`src/rtl/sim_host_dev.sv`:
```
// sim_host_dev: simulation host device on the data-store bus.
// Collects the TOHOST completion word (done/pass/exit_code) and buffers console
// bytes in a small FIFO that the bench drains through console_valid/ready.
// Optional watchdog: define SIM_HOST_TIMEOUT_EN to force a failing completion
// once CYCLE reaches TIMEOUT_CYCLES without a TOHOST completion.
module sim_host_dev #(
  parameter int FIFO_DEPTH     = 16,
  parameter int TIMEOUT_CYCLES = 100000
) (
  input  logic        clk,
  input  logic        rst,
  input  logic        mem_req,
  input  logic        mem_we,
  input  logic [3:0]  mem_addr,
  input  logic [31:0] mem_wdata,
  input  logic [3:0]  mem_wstrb,
  output logic        mem_ready,
  output logic [31:0] mem_rdata,
  output logic        done,
  output logic        pass,
  output logic [30:0] exit_code,
  output logic        console_valid,
  output logic [7:0]  console_data,
  input  logic        console_ready
);

  localparam int AW = $clog2(FIFO_DEPTH);
  localparam logic [AW:0] FULL_CNT = (AW+1)'(FIFO_DEPTH);

`ifdef SIM_HOST_TIMEOUT_EN
  localparam bit TMO_EN = 1'b1;
`else
  localparam bit TMO_EN = 1'b0;
`endif

  typedef enum logic [1:0] {IDLE, RESP, STALL} state_t;

  state_t state, state_nx;

  // register file / status
  logic [31:0] tohost;
  logic [31:0] cyc;
  logic [31:0] rdata_q;
  logic [31:0] rd_word;

  // console fifo
  logic [7:0]  fifo_mem [FIFO_DEPTH];
  logic [AW-1:0] wptr, rptr;
  logic [AW:0] count;
  logic        full, empty, pop, push;

  // decode
  logic        is_con_push;
  logic        wr_tohost;
  logic        complete;
  logic        timeout;
  logic        cap;

  // address bits below the word index and upper strobes are not decoded
  logic        unused_bits;
  assign unused_bits = ^{mem_addr[1:0], mem_wstrb[3:1]};

  assign full  = (count == FULL_CNT);
  assign empty = (count == '0);
  assign pop   = console_valid & console_ready;

  assign console_valid = ~empty;
  assign console_data  = console_valid ? fifo_mem[rptr] : 8'h00;

  assign is_con_push = mem_req & mem_we & (mem_addr[3:2] == 2'd1) & mem_wstrb[0];
  assign wr_tohost   = (state == IDLE) & mem_req & mem_we & (mem_addr[3:2] == 2'd0);
  assign complete    = wr_tohost & mem_wdata[0] & ~done;
  assign timeout     = TMO_EN & ~done & (cyc == 32'(TIMEOUT_CYCLES));

  // mem_rdata only carries data during the acknowledge cycle
  assign mem_rdata = mem_ready ? rdata_q : 32'h0;

  // state register
  always_ff @(posedge clk) begin
    if (rst) state <= IDLE;
    else     state <= state_nx;
  end

  // next-state: a pushing console write into a full fifo parks in STALL
  always_comb begin
    state_nx = state;
    case (state)
      IDLE:    if (mem_req) state_nx = (is_con_push && full) ? STALL : RESP;
      RESP:    state_nx = IDLE;
      STALL:   if (!full || pop) state_nx = RESP;
      default: state_nx = IDLE;
    endcase
  end

  // outputs: ack in RESP, push decision, read-data capture strobe
  always_comb begin
    mem_ready = (state == RESP);
    push      = 1'b0;
    cap       = (state != RESP) && (state_nx == RESP);
    case (state)
      IDLE:    push = is_con_push & ~full;
      STALL:   push = ~full | pop;
      default: push = 1'b0;
    endcase
  end

  // read mux over the register map
  always_comb begin
    rd_word = 32'h0;
    case (mem_addr[3:2])
      2'd0:    rd_word = tohost;
      2'd2:    rd_word = {22'b0, full, empty, 8'(count)};
      2'd3:    rd_word = cyc;
      default: rd_word = 32'h0;
    endcase
  end

  // tohost, completion flags, cycle counter and captured read data
  always_ff @(posedge clk) begin
    if (rst) begin
      tohost    <= '0;
      done      <= 1'b0;
      pass      <= 1'b0;
      exit_code <= '0;
      cyc       <= '0;
      rdata_q   <= '0;
    end else begin
      cyc <= cyc + 32'd1;
      if (wr_tohost) tohost <= mem_wdata;
      // a real completion takes precedence over the watchdog
      if (complete) begin
        done      <= 1'b1;
        pass      <= (mem_wdata == 32'd1);
        exit_code <= mem_wdata[31:1];
      end else if (timeout) begin
        done      <= 1'b1;
        pass      <= 1'b0;
        exit_code <= '1;
      end
      if (cap) rdata_q <= mem_we ? 32'h0 : rd_word;
    end
  end

  // fifo pointers and occupancy; simultaneous push/pop keeps count
  always_ff @(posedge clk) begin
    if (rst) begin
      wptr  <= '0;
      rptr  <= '0;
      count <= '0;
    end else begin
      if (push) wptr <= wptr + 1'b1;
      if (pop)  rptr <= rptr + 1'b1;
      case ({push, pop})
        2'b10:   count <= count + 1'b1;
        2'b01:   count <= count - 1'b1;
        default: count <= count;
      endcase
    end
  end

  // fifo storage; when full, push and pop share a slot safely since the
  // head byte is consumed combinationally before the edge
  always_ff @(posedge clk) begin
    if (push) fifo_mem[wptr] <= mem_wdata[7:0];
  end

endmodule
```
`config.mk`:
```
export PLATFORM = sky130hd
export DESIGN_NAME = sim_host_dev
export DESIGN_NICKNAME = d
export VERILOG_FILES = /design/src/rtl/sim_host_dev.sv
export SDC_FILE = /design/constraint.sdc
export NUM_CORES = 1
export LEC_CHECK = 0
export CAP_MARGIN = 20
export CORE_UTILIZATION = 51
export CTS_CLUSTER_DIAMETER = 120
export DETAILED_ROUTE_END_ITERATION = 16
export GPL_ROUTABILITY_DRIVEN = 1
export PLACE_DENSITY = 0.81
export SLEW_MARGIN = 5
export SYNTH_ARGS = -nofsm -noshare
export SYNTH_HDL_FRONTEND = slang
export SYNTH_SLANG_ARGS = --single-unit
```
`constraint.sdc`:
```
create_clock -name clk -period 3.9 [get_ports clk]
set_input_delay 0.78 -clock clk [delete_from_list [all_inputs] [get_ports clk]]
set_output_delay 0.78 -clock clk [all_outputs]
set_load 0.1 [all_outputs]
```
==> results.toml <==
[clock_tree]
clk_latency_ns = 0.53
cts.clk_slew.worst_paths_ns = 0.06
ctsResizeCount = 0
cts_buffer_depth = 3
cts_max_level = 1
cts_setup_buffers = 0
cts_tree = "built"
cts_sinks = 276
cts_hold_buffers = 0
cts_inserted_buffers = 28
root_buffer = "clkbuf_16"

[yosys]
syn_area_um2 = 11400
ys_seq_elements = 276
synth_top_area_share_pct = 33.7
synthCells = 1010
synth_edf_count = 128
synth_area_leaders = "edfxtp_1, dfxtp_1, mux4_2, nand2_1, a21oi_1"
syn-num-nets = 1065
async_reset_ff_share_pct = 0
yosysMostFrequentCell = "nand2_1"
synthFlopType = "dfxtp_1"
synth-seq-area-share_pct = 59.6
yosysTopAreaCell = "edfxtp_1"
avgSynthCellArea_um2 = 11.3
synthDistinctLibCells = 53
ys_warn_count = 0
synth_common_cells = "nand2_1, dfxtp_1, edfxtp_1, a21oi_1"

[min_path]
hold_path_class = "flip-flop to flip-flop"

[timing]
final.period_utilization_pct = 91.1
setup_viol = 0
max-slew-margin-rel_pct = 30.9
hold_viol = 0
setup-tns-final_ns = 0
clock.fmax_ghz = 0.281
fin_crit_ns = 3.55
rsz0062_at_grt = "no"
tightest_slew_ns = 1.03
setup_slack_ns = 0.347
drv_slew = 0
fin_skew_ns = 0.0101

[floorplan]
die_h_um = 152
initial_core_util_pct = 52.2
row_count = 54
core_um2 = 21900
pin_count = 120
dieArea_um2 = 23000
die_w_um = 152

[finish]
syn_to_final_growth_pct = 19.5
nNetsFinal = 1171
n_fill_cell = 1701
drive_gt1_share_pct = 14.5
diodes = 0
final_util_pct = 62.4

[critical_path]
critPathLaunchType = "flip-flop"
worstPathRequired_ns = 3.12
crit_arrival_ns = 2.77
criticalPathCategory = "flip-flop to primary output"
worstSetupEndpointType = "primary output"
cp_max_fo = 16

[grt]
grt_pass1_vias = 7978
grt_pass1_wl_mm = 41.5
grt_antenna_before_repair = 0
grt-ovfl-total = 0
grt_usage_pct = 23.5
grt_max_degree = 116

[placed_design]
dp_slack_ns = 0.136
port_buffers = 114
dp_hpwl_mm = 17.4
gp_congestion = 0.848

[detailed_routing]
drtAntennaViolNets = 0
avgViaCountPerCell = 5.74
first_pass_iters = 5
drt-wirelength-per-cell_um = 18.8
drc = 0
routed_wl_mm = 26.7
drt_iter0_drc = 613
vias = 8135

[job]
maxCapViolCount = 0

[run_status]
status = "completed"

[power_and_ir_drop]
power_density_nw_per_um2 = 453
ir_worst_vdd_uv = 311
p_leak_uw = 0.00455
[through the flow]
step                      area [µm²]  instances  total power, µW  hold WS [ns]
final                          13600       1418             6180         0.448
after global routing           13600       1418             6360         0.467
after CTS                      13600       1418             6210         0.450
after detailed placement       12700       1366             3630         0.442
after global placement         12700       1365             3620         0.438
after floorplan                11400       1010             3460         0.427
[path summary, 6_finish.rpt]
check	from	end	slack (ns)	cells past startpoint
setup / recovery	flip-flop	console_data[3]	0.35	5
hold / removal	rdata_q[30]	rdata_q[30]	0.45	2
setup reg to reg	count[1]	count[4]	0.74	12
hold reg to reg	rdata_q[30]	rdata_q[30]	0.45	2
[worst max-delay path: stages, from the launching register on]
cell and delay [ns]:
dfxtp_2 0.69, buf_4 0.35, mux4_2 0.53, mux2i_1 0.25, o22ai_1 0.15, buf_4 0.26
[registers in the layout, summed over array words and instances, names as in the netlist, named ones only]
| register | flops |
|---|---|
| exit_code | 31 |
| cyc | 32 |
| rdata_q | 32 |
| state | 2 |
| tohost | 32 |
| count | 5 |
| done | 1 |
| rptr | 4 |
| pass | 1 |
| wptr | 4 |
| fifo_mem | 128 |
[cell usage in the layout (no fill, tap or decap), drive strengths merged, types with 9 or more instances in the layout]
cell type / n
clkbuf: 43
nor2: 49
inv: 13
o22ai: 9
dfxtp: 148
mux2i: 18
or3: 37
xor2: 24
xnor2: 10
buf: 73
a21oi: 107
nand4: 17
nor4: 12
mux4: 32
clkdlybuf4s50: 71
o21ai: 10
edfxtp: 128
a22oi: 32
ha: 10
and2: 36
nand3: 18
and3: 18
nand2: 174
[report_power, final]
group	internal, µW	total [µW]	leakage (µW)	switching (µW)
sequential	3050	3080	0.00234	31.8
clock	1540	2610	0.000447	1070
combinational	166	490	0.00176	324
total	4750	6180	0.00455	1430
[logic make-up after synthesis]
group / Yosys count / share of synthesized area [%]
AOI/OAI and AO/OA: 168 / 8.61
xor gates and xnor gates: 34 / 2.61
adders and majority gates: 10 / 1.10
buffers and inverters: 81 / 3.23
DFF: 276 / 59.6
muxes: 55 / 8.38
and+or+nand+nor: 386 / 16.5
[layer usage]
layer | routed length [µm] | track usage, % | vias up
met1 | 10600 | 28.9 | 3927
met3 | 1860 | 4.58 | 65
met2 | 13400 | 40.8 | 296
met5 | 0 | 0 | -
li1 | - | - | 3847
met4 | 878 | 9.01 | 0
[final cells by class]
class                      instances  area (µm²)  area share [%]
sequential                       276        6810            49.9
multi-input combinational        653        4260            31.2
timing repair buffer             144        1270            9.30
clock buffer                      43         838            6.14
tap                              280         350            2.57
clock inverter                     9        73.8           0.541
inverter                          13        48.8           0.358
No activity file was read; power rests on OpenSTA's default activity.
